===== config.mk =====
export PLATFORM = sky130hd
export DESIGN_NAME = seq_comparator_n_bit
export DESIGN_NICKNAME = d
export VERILOG_FILES = /design/src/rtl/seq_cmp_pkg.sv /design/src/rtl/slice_cmp.sv /design/src/rtl/seq_comparator_n_bit.sv
export SDC_FILE = /design/constraint.sdc
export NUM_CORES = 1
export LEC_CHECK = 0
export CELL_PAD_IN_SITES_DETAIL_PLACEMENT = 1
export CELL_PAD_IN_SITES_GLOBAL_PLACEMENT = 1
export CORE_UTILIZATION = 30
export CTS_CLUSTER_DIAMETER = 50
export DETAILED_ROUTE_END_ITERATION = 16
export GPL_TIMING_DRIVEN = 1
export PLACE_DENSITY_LB_ADDON = 0.1
export REMOVE_ABC_BUFFERS = 1
export SLEW_MARGIN = 20
export SYNTH_ARGS = -nofsm -noshare
export SYNTH_HDL_FRONTEND = slang
export SYNTH_HIERARCHICAL = 1
export SYNTH_SLANG_ARGS = --single-unit
export TNS_END_PERCENT = 30

===== constraint.sdc =====
create_clock -name clk -period 2.3 [get_ports clk]
set_input_delay 0.46 -clock clk [delete_from_list [all_inputs] [get_ports clk]]
set_output_delay 0.46 -clock clk [all_outputs]
set_load 0.01 [all_outputs]

===== src/rtl/seq_cmp_pkg.sv =====
// Shared types and constants for the sequential magnitude comparator.
// Result vectors are one-hot {L, E, H}, matching the slice comparator output order.
package seq_cmp_pkg;

  typedef logic [1:0] state_t;

  localparam state_t IDLE = 2'd0;
  localparam state_t CMP  = 2'd1;
  localparam state_t DONE = 2'd2;

  typedef logic [2:0] res_t;

  localparam res_t RES_L = 3'b100;
  localparam res_t RES_E = 3'b010;
  localparam res_t RES_H = 3'b001;

  // Width of a slice index; a single-slice build still needs one bit.
  function automatic int idx_width(input int n);
    return (n > 1) ? $clog2(n) : 1;
  endfunction

endpackage


===== src/rtl/slice_cmp.sv =====
// Combinational CHUNK-bit compare; i_signed treats the operands as two's complement.
module slice_cmp #(
  parameter int CHUNK = 8
) (
  input  logic [CHUNK-1:0] i_a,
  input  logic [CHUNK-1:0] i_b,
  input  logic             i_signed,
  output logic             o_lt,
  output logic             o_eq,
  output logic             o_gt
);

  logic [CHUNK-1:0] w_a_adj;
  logic [CHUNK-1:0] w_b_adj;

  // Flipping the sign bit maps two's complement onto offset binary, so one
  // unsigned comparator serves both modes.
  // NOTE: every always_comb output gets a default first so no path leaves it unassigned (no latch).
  always_comb begin
    w_a_adj            = i_a;
    w_b_adj            = i_b;
    w_a_adj[CHUNK-1]   = i_a[CHUNK-1] ^ i_signed;
    w_b_adj[CHUNK-1]   = i_b[CHUNK-1] ^ i_signed;
  end

  assign o_eq = (i_a == i_b);
  assign o_lt = (w_a_adj < w_b_adj);
  assign o_gt = (w_a_adj > w_b_adj);

endmodule


===== src/rtl/seq_comparator_n_bit.sv =====
// Multi-cycle MSB-first magnitude comparator with valid/ready on input and result.
// Build option: define EARLY_EXIT_EN to stop at the first differing slice.
module seq_comparator_n_bit
  import seq_cmp_pkg::*;
#(
  parameter int WIDTH = 32,
  parameter int CHUNK = 8
) (
  input  logic                                clk,
  input  logic                                rst,
  input  logic                                in_valid,
  output logic                                in_ready,
  input  logic [WIDTH-1:0]                    a,
  input  logic [WIDTH-1:0]                    b,
  input  logic                                signed_mode,
  output logic                                out_valid,
  input  logic                                out_ready,
  output logic                                l,
  output logic                                e,
  output logic                                h,
  output logic [$clog2(WIDTH/CHUNK+1)-1:0]    slices_used
);

  localparam int NSLICES = WIDTH / CHUNK;
  localparam int IDXW    = idx_width(NSLICES);
  localparam int CNTW    = $clog2(NSLICES + 1);
  localparam logic [IDXW-1:0] TOP_IDX = IDXW'(NSLICES - 1);

  if ((WIDTH % CHUNK) != 0) begin : g_bad_cfg
    $fatal(1, "seq_comparator_n_bit: WIDTH must be a multiple of CHUNK");
  end

  state_t             r_state;
  logic [WIDTH-1:0]   r_a;
  logic [WIDTH-1:0]   r_b;
  logic               r_signed;
  logic [IDXW-1:0]    r_idx;
  logic [CNTW-1:0]    r_cnt;
  res_t               r_res;
`ifndef EARLY_EXIT_EN
  logic               r_found;
`endif

  logic [CHUNK-1:0]   w_a_sl [NSLICES];
  logic [CHUNK-1:0]   w_b_sl [NSLICES];
  logic               w_lt;
  logic               w_eq;
  logic               w_gt;
  logic               w_slice_signed;
  res_t               w_slice_res;
  logic               w_last;

  for (genvar g = 0; g < NSLICES; g++) begin : g_slices
    assign w_a_sl[g] = r_a[g*CHUNK +: CHUNK];
    assign w_b_sl[g] = r_b[g*CHUNK +: CHUNK];
  end

  // Only the top slice carries the sign bit.
  assign w_slice_signed = r_signed && (r_idx == TOP_IDX);

  slice_cmp #(.CHUNK(CHUNK)) u_slice_cmp (
    .i_a      (w_a_sl[r_idx]),
    .i_b      (w_b_sl[r_idx]),
    .i_signed (w_slice_signed),
    .o_lt     (w_lt),
    .o_eq     (w_eq),
    .o_gt     (w_gt)
  );

  assign w_slice_res = {w_lt, w_eq, w_gt};
  assign w_last      = (r_idx == '0);

  // NOTE: sequential state uses non-blocking assignments so every register samples pre-edge values.
  always_ff @(posedge clk) begin
    if (rst) begin
      r_state  <= IDLE;
      r_a      <= '0;
      r_b      <= '0;
      r_signed <= 1'b0;
      r_idx    <= '0;
      r_cnt    <= '0;
      r_res    <= '0;
`ifndef EARLY_EXIT_EN
      r_found  <= 1'b0;
`endif
    end else begin
      case (r_state)
        IDLE: begin
          if (in_valid) begin
            r_a      <= a;
            r_b      <= b;
            r_signed <= signed_mode;
            r_idx    <= TOP_IDX;
            r_cnt    <= '0;
`ifndef EARLY_EXIT_EN
            r_found  <= 1'b0;
`endif
            r_state  <= CMP;
          end
        end
        CMP: begin
          r_cnt <= r_cnt + 1'b1;
`ifdef EARLY_EXIT_EN
          if (!w_eq || w_last) begin
            r_res   <= w_slice_res;
            r_state <= DONE;
          end else begin
            r_idx <= r_idx - 1'b1;
          end
`else
          // First decisive slice (or all-equal at slice 0) is kept; later slices are ignored.
          if (!r_found && (!w_eq || w_last)) begin
            r_res   <= w_slice_res;
            r_found <= 1'b1;
          end
          if (w_last) begin
            r_state <= DONE;
          end else begin
            r_idx <= r_idx - 1'b1;
          end
`endif
        end
        DONE: begin
          if (out_ready) begin
            r_state <= IDLE;
          end
        end
        default: r_state <= IDLE;
      endcase
    end
  end

  assign in_ready    = (r_state == IDLE);
  assign out_valid   = (r_state == DONE);
  assign l           = r_res[2];
  assign e           = r_res[1];
  assign h           = r_res[0];
  assign slices_used = r_cnt;

endmodule


==> results.toml, run 1 <==
[synth]
netlist_instances = 390
netlist_area_mm2 = 0.00339
syn_area_per_cell_um2 = 8.68
yosys_warnings = 6
ys_types = 36
seq_area_frac_synth = 0.449
synth-seq-cells = 76

[place]
hpwl_um = 6020
gp_congestion = 0.724
numPortBuffers = 76
place_ws_ns = -0.0525
dp_cells = 587

[setup_path]
reg2regPathDepth = 9
crit_type = "flip-flop to flip-flop"
timing.critical_path.to = "r_res[2]"
critPathLaunchType = "flip-flop"
startpoint = "r_idx[0]"
r2r_start = "r_idx[0]"
cp.required_ns = 2.56
path_max_fanout = 5
r2r-end = "r_res[2]"
end_kind = "flip-flop"
r2r_setup_slack_ns = 0.12
worstPathArrival_ns = 2.44

[cells_and_area]
utilization = 0.431
n_antenna_cell = 0
final_layout_size_suffix_gt1_frac = 0.129
finalNonFillerCells = 605
num-nets-final = 539
area_growth_pct = 39.2

[status]
outcome = "finished clean"

[power_and_ir_drop]
p_leak_uw = 0.00173
ir_worst_vdd_uv = 375
netSwitchingFraction = 0.257
power.switching_uw = 978
pwr-share-clk = 0.399
finalPower_uw = 3810
power_frac_comb = 0.208
p_seq_frac = 0.393
power.internal_uw = 2830
power_density_mw_per_mm2 = 809

[routing]
wl_um = 8330
wl_per_cell_um = 13.8
drt-initial-drc-count = 57
ant_nets = 0
first_pass_iters = 4
vias = 2820
drc = 0
via_per_inst = 4.66

[timing]
rsz0062_at_grt = "no"
relSlewSlack = 0.475
fmax_mhz = 458
fin_crit_sh = 0.950
drv_slew = 0
worstMarginPinSlew_ns = 0.788
setup_viol = 0
final.setup_skew_ns = 0.00874
setup_ws_ns = 0.115
fin_crit_ns = 2.18
hold_viol_final = 0
holdWs_ns = 0.454

[die]
num_io_pins = 77
core_mm2 = 0.0109
start_util = 0.310
dieArea_mm2 = 0.0117
dieWidth_um = 108
fp-row-count = 38
fp.dieH_um = 108

[cts]
clock_path_buffers = 2
clkSlewWorstSetupHoldPaths_ns = 0.06
cts-root-buf = "clkbuf_16"
clock_sinks = 76
clk_latency_ns = 0.33
numCtsBuffers = 9
hold_buffers = 0
cts_tree = "done"
h-tree-depth = 3

[global_route]
grt_overflow = 0
grt_pass1_vias = 2876
grt_start_max_net_pins = 67
grt_pass1_wl_um = 13500
antenna_found_initial = 0
globalRouteTotalUtil = 0.149

[run]
max_cap_violations = 0

[hold_path]
hp-class = "flip-flop to flip-flop"
cell families (layout without fill, tap and decap cells):
family	after synthesis	after routing	share of synthesized area
mux	19	19	0.115
fa+ha+maj	10	10	0.0370
flops	76	76	0.449
buf+inv	38	113	0.0628
simple gates	164	164	0.204
compound gates	82	82	0.129
xor+xnor	1	1	0.00259
synthesized netlist by cell type (all sizes together):
cell,instances,area [um^2]
a211oi,1,7.51
a21o,1,7.51
a21oi,71,355
a221oi,1,8.76
a22oi,2,15.0
a31oi,1,6.26
and2,1,6.26
and3b,1,10.0
buf,19,141
clkbuf,9,33.8
dfxtp,76,1520
ha,10,125
inv,10,37.5
mux2i,3,30.0
mux4,16,360
nand2,133,499
nand2b,5,31.3
nand3,1,5.00
nand3b,1,7.51
nand4,2,12.5
nand4b,1,8.76
nor2,9,33.8
nor2b,4,25.0
nor3,1,5.00
nor3b,3,27.5
o211ai,1,7.51
o21ai,1,5.00
o21ba,1,10.0
o21bai,1,7.51
o31ai,1,7.51
or3,1,6.26
or3b,1,11.3
xnor2,1,8.76
per-stage QoR:
stage	area (um^2)	setup TNS [ns]
3_3_place_gp	4270	0
3_5_place_dp	4270	-0.0985
2_1_floorplan	3210	-26.23
4_1_cts	4610	0
6_report	4710	0
5_1_grt	4710	0
placed cells by master, fill, tap and decap left out, types with 2 or more instances in the layout:
cell               n
a21oi_1           70
a22oi_1            2
buf_12             4
buf_4              6
bufinv_16          2
clkbuf_16         10
clkdlybuf4s50_1   75
clkinvlp_4         2
dfxtp_1           74
ha_1               5
ha_4               5
inv_1              8
inv_2              2
mux2i_1            3
mux4_2            16
nand2_1          133
nand2b_1           5
nand4_1            2
nor2_1             8
nor2b_1            3
nor3b_1            2
worst min-delay path by stage:
stage / from / slack, ns / cells after the start / end
2_1_floorplan: r_signed / 0.43 / 2 / r_signed
3_3_place_gp: r_a[1] / 0.44 / 2 / r_a[1]
3_5_place_dp: r_signed / 0.45 / 2 / r_signed
4_1_cts: r_a[2] / 0.46 / 2 / r_a[2]
5_1_grt: r_a[17] / 0.47 / 2 / r_a[17]
6_report: r_a[1] / 0.45 / 2 / r_a[1]
power by group through the flow:
stage                     Sequential (uW)  Clock (uW)  Combinational (uW)
after floorplan                      1520           0                 388
after global placement               1520           0                 714
after detailed placement             1520           0                 729
after CTS                            1500        1560                 741
after global routing                 1510        1620                 884
final                                1500        1520                 792
state kept, by name, summed over array words and instances (netlist names):
register and count:
r_b 32, r_signed 1, r_res 3, r_found 1, r_a 32, r_state 2, r_idx 2, slices_used 3
worst max-delay path: stages, from the launching register on:
cell	delay (ns)
dfxtp_4	0.39
clkbuf_16	0.15
mux4_2	0.48
inv_1	0.07
ha_1	0.24
nand4_1	0.11
nor2_2	0.05
nor2b_2	0.16
nor3_2	0.23
mux2i_1	0.21
cell type report:
type / count / area, um^2
flip-flops and latches: 76 / 1530
repair buffers: 87 / 906
clock inverters: 5 / 83.8
inverters: 10 / 37.5
multi-input cells: 276 / 1740
clock buffers: 11 / 243
well taps: 140 / 175
fillers: 1297 / 6220
per-layer routing:
| layer | track usage | vias up | wire [um] | part of all wire |
|---|---|---|---|---|
| met5 | 0 | - | 0 | 0 |
| met2 | 0.245 | 51 | 3940 | 0.47 |
| li1 | - | 1447 | - | - |
| met4 | 0.0470 | 0 | 68 | 0.0082 |
| met3 | 0.0362 | 8 | 319 | 0.038 |
| met1 | 0.191 | 1314 | 4010 | 0.48 |
what timing repair did:
| item | 4_1_cts | 5_1_grt |
|---|---|---|
| resized for setup | 4 | 11 |
| endpoints found under the setup margin | 2 | 3 |
| hold endpoints to repair | 0 | 0 |
| pin swaps | 0 | 5 |
| cloned | 0 | 1 |
| setup buffers | 0 | 1 |
No activity file was read; power rests on OpenSTA's default activity.
==> run 2, diff against run 1 <==
--- a/config.mk
+++ b/config.mk
@@ -8,7 +8,8 @@
 export CELL_PAD_IN_SITES_DETAIL_PLACEMENT = 1
 export CELL_PAD_IN_SITES_GLOBAL_PLACEMENT = 1
 export CORE_UTILIZATION = 30
-export CTS_CLUSTER_DIAMETER = 50
+export CTS_BUF_LIST = sky130_fd_sc_hd__clkbuf_4 sky130_fd_sc_hd__clkbuf_8
+export CTS_CLUSTER_DIAMETER = 150
 export DETAILED_ROUTE_END_ITERATION = 16
 export GPL_TIMING_DRIVEN = 1
 export PLACE_DENSITY_LB_ADDON = 0.1
==> run 2 against run 1 <==
Effect of this change:
- power is 9.4% lower
- cell count stayed put
- critical path type unchanged
- count of clock-buffer cells in the layout stayed put
- first-iteration DRC count is 3.5% higher
- non-clock buffer count stayed put
- via count is 0.14% higher
- cell area is 1.7% lower
- die area stayed put
- flip-flop and latch count stayed put
- sequential power hardly changed
- wire length is 0.31% higher
- setup slack better by 0.0062 ns
==> results.toml, run 2 (same netlist as run 1, synthesis figures left out) <==
[setup_path]
crit_buf_inv = 2
path_max_fanout = 6
cp.required_ns = 2.58
crit_family = "multiplexers"
path_cells = "buf_12, mux4_2, ha_4, nand4_1, buf_4, a21oi_2, o21ba_1, nand2b_1, mux2i_1"
slowest_stage = "mux4_2"
critPathMaxStageDelay_ns = 0.53
end_kind = "flip-flop"
critPathLaunchType = "flip-flop"
worstPathArrival_ns = 2.45
crit_type = "flip-flop to flip-flop"

[routing]
drt-initial-drc-count = 59
wl_um = 8360
via_per_inst = 4.67
wl_met1_um = 4030
ant_nets = 0
first_pass_iters = 4
routed-wl-met3_um = 319
topRoutingLayerUsed = "met4"
wl_per_cell_um = 13.8
dr_wl_met2_um = 3910
drc = 0
vias = 2824

[die]
fp-row-count = 38
core_mm2 = 0.0109
dieArea_mm2 = 0.0117
dieWidth_um = 108
fp.dieH_um = 108
num_io_pins = 77
start_util = 0.310

[timing]
drv_slew = 0
final.setup_skew_ns = 0.0110
rsz0062_at_grt = "no"
fin_crit_sh = 0.947
relSlewSlack = 0.479
fmax_mhz = 459
fin_crit_ns = 2.18
hold_viol_final = 0
setup_viol = 0
worstMarginPinSlew_ns = 0.782
holdWs_ns = 0.457

[cts]
clock_sinks = 76
cts_tree = "done"
numCtsBuffers = 9
clkSlewWorstSetupHoldPaths_ns = 0.08
h-tree-depth = 3
clk_latency_ns = 0.35
cts-root-buf = "clkbuf_8"
clock_path_buffers = 2

[global_route]
globalRouteTotalUtil = 0.148
grt_start_max_net_pins = 67
grt_pass1_vias = 2882
grt_overflow = 0
grt_pass1_wl_um = 13500
antenna_found_initial = 0

[cells_and_area]
n_antenna_cell = 0
area_growth_pct = 36.8
final_cell_mix = "nand2_1, clkdlybuf4s50_1, dfxtp_1"
num-nets-final = 539
final_layout_size_suffix_gt1_frac = 0.133
layout_commonest_cell = "nand2_1"
nFillCells = 1297
top_regs = "r_a: 32 flops, r_b: 32 flops"

[power_and_ir_drop]
finalPower_uw = 3450
ir_worst_vdd_uv = 254
p_leak_uw = 0.00169
power_density_mw_per_mm2 = 745

[place]
numPortBuffers = 76
hpwl_um = 6020
gp_congestion = 0.724

[hold_path]
hp-class = "flip-flop to flip-flop"

[status]
outcome = "finished clean"

[run]
max_cap_violations = 0
run 2: cell types whose count changed in the layout (fill, tap and decap cells not counted):
| cell | delta |
|---|---|
| ha_1 | -1 |
| ha_4 | +1 |
| nor2b_2 | -1 |
| clkbuf_8 | +9 |
| nor2b_4 | +1 |
| clkbuf_1 | -1 |
| clkbuf_16 | -9 |
| clkbuf_4 | +1 |
run 2: path summary, 6_finish.rpt:
check	startpoint	endpoint	slack (ns)	depth (start not counted)
max	r_idx[0]	r_res[0]	0.12	9
min	r_a[1]	r_a[1]	0.46	2
max reg2reg	r_idx[0]	r_res[0]	0.12	9
min reg2reg	r_a[1]	r_a[1]	0.46	2
run 2: worst register-to-register path: cells and delay by family (launching register included):
family,cells,cell delay (ns)
mux,2,0.65
flops,1,0.40
buf+inv,2,0.31
fa+ha+maj,1,0.29
compound gates,2,0.27
simple gates,2,0.19
run 2: repair_timing:
item	in CTS	in global routing
setup buffers	0	1
hold buffers	0	0
gates cloned	0	1
setup endpoints to repair	2	3
resized for setup	4	13
endpoints found under the hold margin	0	0
pin swaps	0	5
run 2: per-stage QoR:
stage                     std cells  cell area [um^2]  TNS (ns)  setup WS (ns)  utilization
after floorplan                 362              3210    -26.23         -0.633            -
after global placement          587              4270         0        0.00166        0.390
after detailed placement        587              4270   -0.0985        -0.0525        0.390
after CTS                       603              4510         0         0.0570        0.412
after global routing            605              4630         0         0.0154        0.424
final                           605              4630         0          0.121        0.424
run 2: routing by layer:
layer  GRT usage  vias to the layer above
li1            -                     1449
met1       0.190                     1315
met2       0.247                       52
met3      0.0344                        8
met4      0.0411                        0
met5           0                        -
run 2: power breakdown:
group          internal (uW)  total (uW)  switching [uW]
registers               1420        1490            75.5
logic                    434         802             367
clock network            657        1160             500
run 2: final cells by class:
| cell class | count | area [um^2] | share of cell area |
|---|---|---|---|
| multi-input cells | 276 | 1760 | 0.380 |
| flip-flops and latches | 76 | 1530 | 0.329 |
| clock inverters | 5 | 83.8 | 0.0181 |
| well taps | 140 | 175 | 0.0378 |
| repair buffers | 87 | 906 | 0.196 |
| clock buffers | 11 | 145 | 0.0313 |
| inverters | 10 | 37.5 | 0.00810 |
